File: config.mk
export PLATFORM = sky130hd
export DESIGN_NAME = fp_add_arbiter
export DESIGN_NICKNAME = d
export VERILOG_FILES = /design/src/rtl/fp_ctrl_pkg.sv /design/src/rtl/fp_adder.sv /design/src/rtl/fp_add_arbiter.sv
export SDC_FILE = /design/constraint.sdc
export NUM_CORES = 1
export LEC_CHECK = 0
export BUFFER_PORTS_ARGS = -buffer_cell sky130_fd_sc_hd__buf_2
export CORE_MARGIN = 2
export CORE_UTILIZATION = 60
export DETAILED_ROUTE_END_ITERATION = 10
export MAX_ROUTING_LAYER = met4
export PLACE_DENSITY = 0.85
export SLEW_MARGIN = 20
export SYNTH_ARGS = -nofsm -noshare
export SYNTH_HDL_FRONTEND = slang
export SYNTH_SLANG_ARGS = --single-unit
File: constraint.sdc
create_clock -name clk -period 18.1 [get_ports clk]
set_clock_uncertainty 0.05 [all_clocks]
set_input_delay 4.525 -clock clk [delete_from_list [all_inputs] [get_ports clk]]
set_output_delay 4.525 -clock clk [all_outputs]
set_load 0.01 [all_outputs]
File: src/rtl/fp_ctrl_pkg.sv
// Shared constants and types for the FP add arbiter slice.
// Operand word is {sign, exp[3:0], frac[7:0]} with a hidden leading one.
package fp_ctrl_pkg;

    localparam int OP_W     = 13;
    localparam int EXP_W    = 4;
    localparam int FRAC_W   = 8;
    localparam int SIGN_BIT = 12;
    localparam int EXP_MSB  = 11;
    localparam int EXP_LSB  = 8;
    localparam int FRAC_MSB = 7;
    localparam int FRAC_LSB = 0;

    typedef enum logic [1:0] {
        ST_IDLE = 2'd0,
        ST_EXEC = 2'd1,
        ST_DONE = 2'd2
    } state_t;

endpackage

File: src/rtl/fp_adder.sv
// Combinational adder for the 13-bit format: align, add/subtract, normalise.
// Exponent 0 encodes zero; results truncate, underflow to zero, saturate on overflow.
module fp_adder
    import fp_ctrl_pkg::*;
(
    input  logic [OP_W-1:0] a,
    input  logic [OP_W-1:0] b,
    output logic [OP_W-1:0] sum
);

    localparam int MW = FRAC_W + 1;  // mantissa with hidden one
    localparam int AW = 2 * MW;      // mantissa plus guard bits

    logic                    a_big;
    logic [OP_W-1:0]         big;
    logic [OP_W-1:0]         sml;
    logic [MW-1:0]           mant_big;
    logic [MW-1:0]           mant_sml;
    logic [EXP_W-1:0]        exp_diff;
    logic [AW-1:0]           al_big;
    logic [AW-1:0]           al_sml;
    logic [AW:0]             mag;
    logic [4:0]              pos;
    logic signed [6:0]       exp_r;
    logic [FRAC_W-1:0]       frac_r;

    // NOTE: every signal assigned here gets a default first, so no path leaves a latch.
    always_comb begin
        a_big    = a[OP_W-2:0] >= b[OP_W-2:0];
        big      = a_big ? a : b;
        sml      = a_big ? b : a;
        mant_big = (big[EXP_MSB:EXP_LSB] == '0) ? '0 : {1'b1, big[FRAC_MSB:0]};
        mant_sml = (sml[EXP_MSB:EXP_LSB] == '0) ? '0 : {1'b1, sml[FRAC_MSB:0]};
        exp_diff = big[EXP_MSB:EXP_LSB] - sml[EXP_MSB:EXP_LSB];
        al_big   = {mant_big, {MW{1'b0}}};
        al_sml   = {mant_sml, {MW{1'b0}}} >> exp_diff;

        if (big[SIGN_BIT] == sml[SIGN_BIT])
            mag = {1'b0, al_big} + {1'b0, al_sml};
        else
            mag = {1'b0, al_big} - {1'b0, al_sml};

        pos = '0;
        for (int i = 0; i <= AW; i++) begin
            if (mag[i]) pos = 5'(i);
        end

        // Leading one moves to bit AW; the eight bits below it form the fraction.
        frac_r = FRAC_W'((mag << (5'(AW) - pos)) >> (AW - FRAC_W));
        exp_r  = $signed({3'b000, big[EXP_MSB:EXP_LSB]}) + $signed({2'b00, pos}) - 7'sd17;

        sum = '0;
        if (mag != '0) begin
            if (exp_r > 7'sd15)
                sum = {big[SIGN_BIT], {EXP_W{1'b1}}, {FRAC_W{1'b1}}};
            else if (exp_r >= 7'sd1)
                sum = {big[SIGN_BIT], exp_r[EXP_W-1:0], frac_r};
        end
    end

endmodule

File: src/rtl/fp_add_arbiter.sv
// Two-requester round-robin front end for fp_adder: grant, latch operands,
// add from the latched copies, then pulse done to the winner.
module fp_add_arbiter
    import fp_ctrl_pkg::*;
(
    input  logic            clk,
    input  logic            reset,
    input  logic            req0,
    input  logic [OP_W-1:0] opa0,
    input  logic [OP_W-1:0] opb0,
    input  logic            req1,
    input  logic [OP_W-1:0] opa1,
    input  logic [OP_W-1:0] opb1,
    output logic [1:0]      gnt,
    output logic            busy,
    output logic [OP_W-1:0] res,
    output logic [1:0]      done
);

    state_t          state_q, state_d;
    logic [1:0]      gnt_q, gnt_d;
    logic            last_q, last_d;
    logic [OP_W-1:0] opa_q, opa_d;
    logic [OP_W-1:0] opb_q, opb_d;
    logic [OP_W-1:0] res_q, res_d;
    logic [OP_W-1:0] add_sum;
    logic            win;

    fp_adder u_fp_adder (
        .a   (opa_q),
        .b   (opb_q),
        .sum (add_sum)
    );

    // NOTE: state flops use non-blocking assignments so all registers update together.
    always_ff @(posedge clk or posedge reset) begin
        if (reset) state_q <= ST_IDLE;
        else       state_q <= state_d;
    end

    always_comb begin
        state_d = state_q;
        unique case (state_q)
            ST_IDLE: if (req0 || req1) state_d = ST_EXEC;
            ST_EXEC: state_d = ST_DONE;
            ST_DONE: state_d = ST_IDLE;
            default: state_d = ST_IDLE;
        endcase
    end

    // On a tie the requester that did not win last time is served.
    assign win = (req0 && req1) ? ~last_q : req1;

    always_comb begin
        gnt_d  = gnt_q;
        last_d = last_q;
        opa_d  = opa_q;
        opb_d  = opb_q;
        res_d  = res_q;
        unique case (state_q)
            ST_IDLE: begin
                if (req0 || req1) begin
                    gnt_d  = win ? 2'b10 : 2'b01;
                    last_d = win;
                    opa_d  = win ? opa1 : opa0;
                    opb_d  = win ? opb1 : opb0;
                end
            end
            ST_EXEC: res_d = add_sum;
            ST_DONE: gnt_d = 2'b00;
            default: gnt_d = 2'b00;
        endcase
    end

    always_ff @(posedge clk or posedge reset) begin
        if (reset) begin
            gnt_q  <= 2'b00;
            last_q <= 1'b1;
            opa_q  <= '0;
            opb_q  <= '0;
            res_q  <= '0;
        end else begin
            gnt_q  <= gnt_d;
            last_q <= last_d;
            opa_q  <= opa_d;
            opb_q  <= opb_d;
            res_q  <= res_d;
        end
    end

    always_comb begin
        busy = (state_q == ST_EXEC) || (state_q == ST_DONE);
        done = (state_q == ST_DONE) ? gnt_q : 2'b00;
        gnt  = gnt_q;
        res  = res_q;
    end

endmodule
======== Word-level counts from Yosys, hierarchy flattened ========
Index checks and enable logic that the tools add are counted.
operators by class
  add/subtract/negate cells ............... 6
  magnitude comparators ................... 3
  equality and inequality tests ........... 4
  shifts and indexed selects .............. 2
  muxes and demuxes ....................... 35
  bitwise gates (word level) .............. 2
  reduce and logical (&&, ||, !) cells .... 9
operators with widths
  operator               count
  $mux W13               7
  $mux W4                8
  $add A18 B18 Y19       1
  $mux W19               1
  $reduce_bool A19 Y1    1
  $shl A19 B5 Y18        1
  $sub A18 B18 Y19       1
  $mux W9                2
  $shr A18 B4 Y18        1
  $mux W5                3
  $ge A12 B12 Y1         1
  $mux W2                6
  $mux W3                4
  $logic_not A4 Y1       2
  $pmux W2 S2            2
  $ge A7 B2 Y1 const B   1
  $gt A7 B5 Y1 const B   1
  $sub A7 B6 Y7 const B  1
  $add A4 B5 Y6          1
  $sub A5 B5 Y5 const A  1
  $reduce_and A2 Y1      2
  $sub A4 B4 Y4          1
  $eq A2 B1 Y1 const B   1
  $eq A2 B2 Y1 const B   1
  other kinds (7)        10
storage, ports and cells
  register bits ........................... 44
  input port bits ......................... 56
  word-level logic and storage cells ...... 67

======== Depth between registers and ports, before layout ========
Gate-level depths: netlist of the first run.
  word-level depth ........................ 31
  mapped depth ............................ 48
  depth with buffers taken out ............ 44

======== Hierarchy ========
From an unflattened synthesis of the first run, not the netlist that was laid out.
second synthesis, totals
  cell total of the unflattened synthesis .. 835
  area total of the unflattened synthesis .. 6,542.5 µm²
by module, submodules not included
  module          times used  cells an instance  area each (µm²)  seq. area each (µm²)
  fp_adder        1           674                4,618.2          0.0
  fp_add_arbiter  1           161                1,924.3          1,102.3

======== Least setup slack after synthesis of the first run ========
OpenSTA, ideal clock, no wires.
  kind .................................... reg-to-reg
  start point ............................. register opb_q[10]
  end point ............................... register res_q[3] (netlist: res[3])
  library setup time ...................... 0.087 ns
  data arrival time ....................... 8.910 ns
  data required time ...................... 17.963 ns
  path slack .............................. 9.054 ns
  stages on the path, launching flop included .. 45
  path buffers ............................ 6
  cell sequence ........................... dfrtp_1 > inv_1 > ha_1 > nand4_2 > a211oi_2 > a221o_2 > buf_4 > buf_2 > clkbuf_1 > mux2i_1 > inv_1 > nor4_1 > a21oi_1 > ha_1 > clkbuf_1 > nor2b_1 > o21ai_0 > a21oi_1 > (+9 left out) > buf_6 > buf_8 > ha_1 > inv_1 > fa_1 > xor2_1 > nand3_1 > xnor2_1 > nor2_1 > nand3_1 > a22o_1 > a221oi_1 > mux2i_1 > o211ai_2 > nor3_2 > inv_1 > o41a_1 > o211ai_1
on the way
  longest elaborated chain between the ends .. 31
  elaborated cells between the ends (all ways) .. 41
  classes of those cells .................. 6 x add/sub; 3 x order compare; 1 x eq/ne; 2 x shift; 26 x mux; 3 x reduce/logical
ends and longest elaborated chain
  what                                                       line                  source
  start, declared                                            fp_add_arbiter.sv:24  logic [OP_W-1:0] opb_q, opb_d;
  start signal, assigned                                     fp_add_arbiter.sv:86  opb_q <= opb_d;
  branches (longest 30 deep; another with $sub A18 B18 Y19)  n/a
  $mux W13 (*)                                               fp_adder.sv:53        if (mag != '0) begin
  end signal, assigned                                       fp_add_arbiter.sv:87  res_q <= res_d;
  end, declared                                              fp_add_arbiter.sv:25  logic [OP_W-1:0] res_q, res_d;
Every way passes the cells marked *.
A chain may end at the register's enable or synchronous reset.

======== Worst setup path after layout of the first run ========
  start point ............................. register opb_q[8]
  end point ............................... register res_q[3] (netlist: res[3])
Same word-level chain as after synthesis.

==> results_dict.tcl, run 1 <==
set metrics [dict create \
    drt_iter0_markers 971 \
    end_kind "flop" \
    synth_nets 970 \
    cap_violations 0 \
    clkSlewWorstSetupHoldPaths_ns 0.09 \
    required_ns 18.28 \
    crit_type "flop to flop" \
    placed_area_um2 7098 \
    syn_area_per_cell_um2 7.673 \
    design_area_um2 7193 \
    final_common_cell "nand2_1" \
    htree_levels 2 \
    antenna_found_initial 0 \
    register_area_um2 1102 \
    cts_sinks 44 \
    status "finished, final reports clean" \
    setup_viol 0 \
    layout_min_cycle_time_ns 11.44 \
    start_kind "flop" \
    fmax_mhz 87.40 \
    synth_enable_flop_cells 0 \
    initial_core_util 0.6144 \
    n_antenna_cell 0 \
    yosys_most_used_dff "dfrtp_1" \
    rsz0062_at_grt "no" \
    period_share 0.6321 \
    final_cell_mix "97 x nand2_1, 73 x buf_2, 69 x mux2i_1" \
    cts_tree "done" \
    vias 6951 \
    gr-total-overflow 0 \
    setup_tns_ns 0 \
    grt_pass1_vias 6177 \
    dp_slack_ns 6.861 \
    multi_input_area_um2 5162 \
    syn_inst 868 \
    cts_root_buffer "clkbuf_8" \
    min_path_type "flop to flop" \
    vias_per_cell 6.595 \
    fillers 909 \
    drt-pass1-iter-count 6 \
    netlist_area_um2 6660 \
    grt_max_degree 53 \
    drt-total-wl_mm 18.49 \
    yosysWarnings 0 \
    yosysSeqAreaShare 0.1655 \
    io_buffer_count 73 \
    coreArea_um2 10840 \
    drc 0 \
    grt_usage 0.3229 \
    synth_cell_type_count 94 \
    drive_gt1_frac 0.1652 \
    grt_pass1_wl_mm 29.98 \
    cp_max_fo 34 \
    gp_congestion 1.023 \
    hold_buffers 0 \
    die-area_um2 11960 \
    async_reset_ff_frac 1.000 \
    numCtsBuffers 5 \
    slowest_stage "ha_1" \
    cpMostUsedCell "ha_1" \
    post-cts-setup-buffers 0 \
    ys_ff_latch 44 \
    fin_nets 1015 \
    cts.path.max_buffers 2 \
    wl_per_cell_um 17.54 \
    setup_ws_ns 6.659 \
    finalHoldViolCount 0 \
    ant_nets 0 \
    die_h_um 109.4 \
    ios 74 \
    cp.arrival_ns 11.62 \
    tightest_slew_ns 1.048 \
    cts_resized 0 \
    relSlewSlack 0.2953 \
    areaGrowthSynthToFinish_pct 8.003 \
    row_count 38 \
    die_width_um 109.4 \
    whs_ns 0.4429 \
    timing.critical_path.slowest_cell_delay_ns 0.93 \
    insertion_delay_ns 0.31 \
    finalMaxSlewViolations 0 \
    hpwl_mm 14.39 \
]
-- final timing paths --
path | from | to | slack [ns] | depth (start not counted)
max in group asynchronous | reset | opa_q[3]$_DFFE_PP0P_ | 13.34 | 3
hold reg to reg | res[10]$_DFFE_PP0N_ | res[10]$_DFFE_PP0N_ | 0.44 | 1
setup reg to reg | opb_q[8]$_DFFE_PP0P_ | res[3]$_DFFE_PP0N_ | 6.66 | 44
min in group asynchronous | reset | opa_q[0]$_DFFE_PP0P_ | 4.29 | 3
setup / recovery | opb_q[8]$_DFFE_PP0P_ | res[3]$_DFFE_PP0N_ | 6.66 | 44
hold / removal | res[10]$_DFFE_PP0N_ | res[10]$_DFFE_PP0N_ | 0.44 | 1
-- logic make-up (layout without fill, tap and decap cells) --
logic type | count (synthesis) | in the layout | share of synthesized area
simple gates | 299 | 299 | 0.2207
buf+inv | 103 | 149 | 0.06481
mux | 90 | 90 | 0.1488
compound gates | 263 | 263 | 0.2790
flops | 44 | 44 | 0.1655
fa+ha+maj | 46 | 46 | 0.08867
xor+xnor | 23 | 23 | 0.03250
-- final cells by class --
| class | count | area share |
|---|---|---|
| Sequential cell | 44 | 0.1532 |
| Clock inverter | 3 | 0.003653 |
| Timing Repair Buffer | 83 | 0.06123 |
| Inverter | 58 | 0.03027 |
| Multi-Input combinational cell | 721 | 0.7177 |
| Clock buffer | 5 | 0.009567 |
| Tap cell | 140 | 0.02435 |
-- per-layer routing --
metal  vias to the layer above  global-route usage  share of wire
li1                       3292                   -              -
met1                      3202              0.4257           0.43
met2                       410              0.5159           0.46
met3                        47             0.04268          0.087
met4                         0              0.1040          0.026
met5                         -                   -              0
-- worst max-delay path, delay by kind of cell (launching register included) --
kind	cells	cell delay [ns]
mux	2	0.44
simple gates	11	1.96
fa+ha+maj	5	2.35
flops	1	0.44
xor+xnor	2	0.51
compound gates	18	3.97
buf+inv	6	1.66
-- metrics by stage --
step           utilization  instances
6_report            0.6636       1054
5_1_grt             0.6636       1054
4_1_cts             0.6636       1054
3_5_place_dp        0.6548       1046
3_3_place_gp        0.6548       1046
2_1_floorplan            -        868
-- Yosys cell counts (11+ instances only) --
cell,count,area share
ha_1,44,0.083
nand2_1,97,0.055
a21oi_1,50,0.038
o211ai_1,13,0.015
clkbuf_1,31,0.017
nor3_1,19,0.014
dfrtp_1,43,0.16
a211oi_1,16,0.018
nor2b_1,12,0.011
xnor2_1,11,0.014
mux2_2,13,0.022
nor2_1,67,0.038
inv_1,56,0.032
mux2i_1,69,0.10
nand3_1,31,0.023
o21ai_0,62,0.047
-- flip-flops by register name, indices dropped and copies added, names as in the netlist --
| signal | flops |
|---|---|
| opb_q | 13 |
| last_q | 1 |
| res | 13 |
| state_q | 2 |
| opa_q | 13 |
| gnt | 2 |
Power of run 1 is not shown: default switching activity piles up to over one toggle a cycle in this logic, so the estimate is an artifact.
==> inputs of run 2 (changes only) <==
--- a/config.mk
+++ b/config.mk
@@ -7,10 +7,10 @@
 export LEC_CHECK = 0
 export BUFFER_PORTS_ARGS = -buffer_cell sky130_fd_sc_hd__buf_2
 export CORE_MARGIN = 2
-export CORE_UTILIZATION = 60
+export CORE_UTILIZATION = 55
 export DETAILED_ROUTE_END_ITERATION = 10
 export MAX_ROUTING_LAYER = met4
-export PLACE_DENSITY = 0.85
+export PLACE_DENSITY = 0.83
 export SLEW_MARGIN = 20
 export SYNTH_ARGS = -nofsm -noshare
 export SYNTH_HDL_FRONTEND = slang
==> constraint.sdc (replaced) <==
create_clock -name clk -period 10.4 [get_ports clk]
set_clock_uncertainty 0.05 [all_clocks]
set_input_delay 2.6 -clock clk [delete_from_list [all_inputs] [get_ports clk]]
set_output_delay 2.6 -clock clk [all_outputs]
set_load 0.01 [all_outputs]
==> run 2 against run 1 <==
Effect of this change: cell count up 1.1%; cell area is 2.0% higher; global-route usage decreased by 2.2 points; worst hold slack got worse by 0.0042 ns; critical path type unchanged; maximum frequency increased by 18%; die area increased by 8.8%; count of clock-buffer cells in the layout unchanged; flip-flop and latch count unchanged; register-to-register slack lost 6.0 ns; largest cell class unchanged; non-clock buffer count up 5; wire length grew 3.1%.
==> results_dict.tcl, run 2 (same netlist as run 1, synthesis figures left out) <==
set metrics [dict create \
    status "finished, final reports clean" \
    slowest_stage "xnor2_2" \
    min_path_type "flop to flop" \
    tightest_slew_ns 0.9866 \
    start_kind "flop" \
    drc 0 \
    ios 74 \
    vias 6889 \
    grt_usage 0.3014 \
    hold_buffers 0 \
    antenna_found_initial 0 \
    fin_nets 1020 \
    io_buffer_count 73 \
    wl_per_cell_um 17.88 \
    gp_congestion 0.9952 \
    utilization 0.6159 \
    drt-total-wl_mm 19.06 \
    rsz0062_at_grt "no" \
    cts_sinks 44 \
    period_share 0.9323 \
    n_antenna_cell 0 \
    vias_per_cell 6.462 \
    coreArea_um2 11910 \
    setup_tns_ns 0 \
    crit_type "flop to flop" \
    die_h_um 114.0 \
    grt_pass1_vias 6355 \
    gr-total-overflow 0 \
    end_kind "flop" \
    cts.path.max_buffers 2 \
    hpwl_mm 14.73 \
    grt_pass1_wl_mm 31.19 \
    die-area_um2 13010 \
    cts_tree "done" \
    die_width_um 114.0 \
    final_common_cell "nand2_1" \
    drive_gt1_frac 0.1730 \
    relSlewSlack 0.3408 \
    ant_nets 0 \
    cap_violations 0 \
    areaGrowthSynthToFinish_pct 10.14 \
    initial_core_util 0.5591 \
    fmax_mhz 103.1 \
    drt-pass1-iter-count 5 \
    insertion_delay_ns 0.29 \
    final_cell_mix "97 x nand2_1, 73 x buf_2, 69 x mux2i_1" \
    row_count 40 \
    cp.arrival_ns 9.86 \
    htree_levels 2 \
    clkSlewWorstSetupHoldPaths_ns 0.07 \
    setup_viol 0 \
    grt_max_degree 53 \
    cp_max_fo 33 \
    finalHoldViolCount 0 \
    numCtsBuffers 5 \
    layout_min_cycle_time_ns 9.696 \
    finalMaxSlewViolations 0 \
    drt_iter0_markers 724 \
    required_ns 10.56 \
    timing.critical_path.slowest_cell_delay_ns 0.67 \
    fillers 1057 \
    cpMostUsedCell "ha_1" \
    cts_root_buffer "clkbuf_16" \
]
==> run 2: area by class of cell <==
class	instances	area [µm²]	area share
repair buffers	88	478.0	0.06515
clock inverters	3	46.29	0.006311
multi-input cells	721	5179	0.7060
well taps	147	183.9	0.02507
flip-flops and latches	44	1102	0.1503
clock buffers	5	125.1	0.01706
inverters	58	221.5	0.03019
==> run 2: repair_timing <==
action                     4_1_cts  5_1_grt
resized for setup                0        5
setup endpoints to repair        0        8
setup buffers                    0        0
==> run 2: worst max-delay path, delay by kind of cell, from the launching register on <==
kind                     cells  cell delay (ns)
adder cells (fa/ha/maj)      5             1.83
buffers and inverters        4             0.66
XOR/XNOR                     3             1.11
multiplexers                 2             0.50
AND/OR/NAND/NOR              8             1.56
flip-flops                   1             0.44
AO/OA/AOI/OAI               16             3.43
==> run 2: worst paths after layout <==
kind                            cells past startpoint  slack, ns                    end             startpoint
worst max-delay path                               38       0.70     res[3]$_DFFE_PP0N_  opb_q[10]$_DFFE_PP0P_
worst min-delay path                                1       0.44    res[11]$_DFFE_PP0N_    res[11]$_DFFE_PP0N_
worst max register to register                     38       0.70     res[3]$_DFFE_PP0N_  opb_q[10]$_DFFE_PP0P_
worst min register to register                      1       0.44    res[11]$_DFFE_PP0N_    res[11]$_DFFE_PP0N_
max in group asynchronous                           3       7.55     last_q$_DFFE_PP1P_                  reset
min in group asynchronous                           3       2.39  opb_q[12]$_DFFE_PP0P_                  reset
==> run 2: metrics by stage <==
stage | setup slack [ns] | instances | cell area, µm² | hold slack, ns
4_1_cts | 0.5818 | 1066 | 7316 | 0.4415
5_1_grt | 0.004594 | 1066 | 7336 | 0.4588
3_3_place_gp | 0.9641 | 1058 | 7144 | 0.4297
6_report | 0.7037 | 1066 | 7336 | 0.4387
2_1_floorplan | 1.354 | 868 | 6660 | 0.4423
3_5_place_dp | 0.6738 | 1058 | 7144 | 0.4226
==> run 2: metal layers <==
metal | vias to the layer above | routed length (µm) | GRT usage
li1 | 3299 | - | -
met1 | 3244 | 8510 | 0.4036
met2 | 304 | 8968 | 0.4905
met3 | 42 | 1159 | 0.02869
met4 | 0 | 420 | 0.08130
met5 | - | 0 | -
Power of run 2 is left out for the same reason.
==> inputs of run 3 (changes only) <==
--- a/config.mk
+++ b/config.mk
@@ -6,6 +6,7 @@
 export NUM_CORES = 1
 export LEC_CHECK = 0
 export BUFFER_PORTS_ARGS = -buffer_cell sky130_fd_sc_hd__buf_2
+export CORE_ASPECT_RATIO = 2
 export CORE_MARGIN = 2
 export CORE_UTILIZATION = 55
 export DETAILED_ROUTE_END_ITERATION = 10
==> run 3 against run 2 <==
Effect of this change: wire length rose by 7.4%; maximum frequency fell by 0.64%; worst hold slack got worse by 0.0023 ns; global-route usage rose by 3.1 points; core utilization rose by 1.5 points; register-to-register slack got worse by 0.06 ns; flip-flop and latch count did not move; cell count did not move; cell area rose by 1.2%; critical path type unchanged; highest routed layer unchanged.
==> results_dict.tcl, run 3 (same netlist as run 1, synthesis figures left out) <==
set metrics [dict create \
    status "finished, final reports clean" \
    fmax_mhz 102.5 \
    post-cts-setup-buffers 0 \
    cap_violations 0 \
    wl_per_cell_um 19.20 \
    rsz0062_at_grt "no" \
    gp_congestion 1.054 \
    die-area_um2 13060 \
    fillers 1099 \
    layout_min_cycle_time_ns 9.759 \
    cp_max_fo 28 \
    drive_gt1_frac 0.1770 \
    htree_levels 2 \
    n_antenna_cell 0 \
    setup_viol 0 \
    vias 7059 \
    cts.path.max_buffers 2 \
    clkSlewWorstSetupHoldPaths_ns 0.08 \
    start_kind "flop" \
    antenna_found_initial 0 \
    insertion_delay_ns 0.30 \
    grt_usage 0.3322 \
    regToRegEndpoint "res[3]$_DFFE_PP0N_" \
    end_kind "flop" \
    grt_pass1_vias 7046 \
    ff2ff_path_depth 44 \
    die_h_um 159.6 \
    cts_tree "done" \
    grt_pass1_wl_mm 33.33 \
    slowest_stage "a221oi_1" \
    initial_core_util 0.5658 \
    finalHoldViolCount 0 \
    numCtsBuffers 5 \
    io_buffer_count 73 \
    drt-pass1-iter-count 5 \
    reg2reg_slack_ns 0.64 \
    finalMaxSlewViolations 0 \
    drt-total-wl_mm 20.46 \
    areaGrowthSynthToFinish_pct 11.46 \
    r2r-start "opb_q[10]$_DFFE_PP0P_" \
    cts_root_buffer "clkbuf_16" \
    min_from "res[11]$_DFFE_PP0N_" \
    final_common_cell "nand2_1" \
    setup_tns_ns 0 \
    crit_type "flop to flop" \
    drt_iter0_markers 474 \
    die_width_um 81.81 \
    gr-total-overflow 0 \
    hpwl_mm 16.12 \
    cp.arrival_ns 9.93 \
    grt_max_degree 53 \
    timing.critical_path.slowest_cell_delay_ns 0.66 \
    ant_nets 0 \
    row_count 56 \
    cpMostUsedCell "ha_1" \
    drc 0 \
    ios 74 \
    fin_nets 1022 \
    tightest_slew_ns 1.035 \
    relSlewSlack 0.3041 \
    min_path_type "flop to flop" \
    holdPathStages 1 \
    final_cell_mix "97 x nand2_1, 73 x buf_2, 69 x mux2i_1" \
    coreArea_um2 11770 \
    cts_sinks 44 \
    vias_per_cell 6.622 \
    min_to "res[11]$_DFFE_PP0N_" \
    period_share 0.9383 \
    cts_resized 0 \
    hold_buffers 0 \
    required_ns 10.57 \
]
run 3: cell types whose count changed in the layout (fill, tap and decap cells not counted), sizes merged:
cell / before / now
clkinv: 2 / 4
buf: 88 / 90
clkinvlp: 2 / 0
clkbuf: 5 / 6
inv: 56 / 55
run 3: per-stage QoR:
step | instances | hold slack (ns) | area, µm² | worst slack (ns) | util
after floorplan | 868 | 0.4423 | 6660 | 1.354 | -
after detailed placement | 1056 | 0.4221 | 7156 | 0.6903 | 0.6079
final | 1066 | 0.4364 | 7423 | 0.6414 | 0.6306
after global placement | 1056 | 0.4181 | 7156 | 0.9530 | 0.6079
after global routing | 1066 | 0.4672 | 7423 | 0.01140 | 0.6306
after CTS | 1064 | 0.4398 | 7333 | 0.6198 | 0.6230
run 3: cell type report:
| class | instances | area (µm²) | area share |
|---|---|---|---|
| flip-flops and latches | 44 | 1102 | 0.1485 |
| clock inverters | 2 | 38.79 | 0.005225 |
| repair buffers | 90 | 533.0 | 0.07180 |
| inverters | 58 | 217.7 | 0.02933 |
| clock buffers | 6 | 138.9 | 0.01871 |
| multi-input cells | 721 | 5211 | 0.7020 |
| well taps | 145 | 181.4 | 0.02444 |
run 3: critical path, delay by kind of cell, from the launching register on:
family	cells	cell delay, ns
AO/OA/AOI/OAI	18	3.72
flip-flops	1	0.45
adder cells (fa/ha/maj)	6	1.97
multiplexers	3	0.70
buffers and inverters	5	0.59
AND/OR/NAND/NOR	10	1.77
XOR/XNOR	2	0.42
run 3: worst max-delay path by stage:
stage	startpoint	end	slack [ns]	cells past startpoint
4_1_cts	opb_q[10]$_DFFE_PP0P_	res[3]$_DFFE_PP0N_	0.62	42
2_1_floorplan	opb_q[10]$_DFFE_PP0P_	res[3]$_DFFE_PP0N_	1.35	44
5_1_grt	opb_q[10]$_DFFE_PP0P_	res[3]$_DFFE_PP0N_	0.01	44
3_3_place_gp	opb_q[9]$_DFFE_PP0P_	res[3]$_DFFE_PP0N_	0.95	43
3_5_place_dp	opb_q[10]$_DFFE_PP0P_	res[3]$_DFFE_PP0N_	0.69	42
6_report	opb_q[10]$_DFFE_PP0P_	res[3]$_DFFE_PP0N_	0.64	44
run 3: layer usage:
metal  vias to the layer above  wire length, µm  GRT usage
li1                       3306                -          -
met1                      3316             6796     0.3063
met2                       308            10990     0.5717
met3                       129              951    0.05763
met4                         0             1723     0.2644
met5                         -                0          -
Power of run 3 is left out for the same reason.
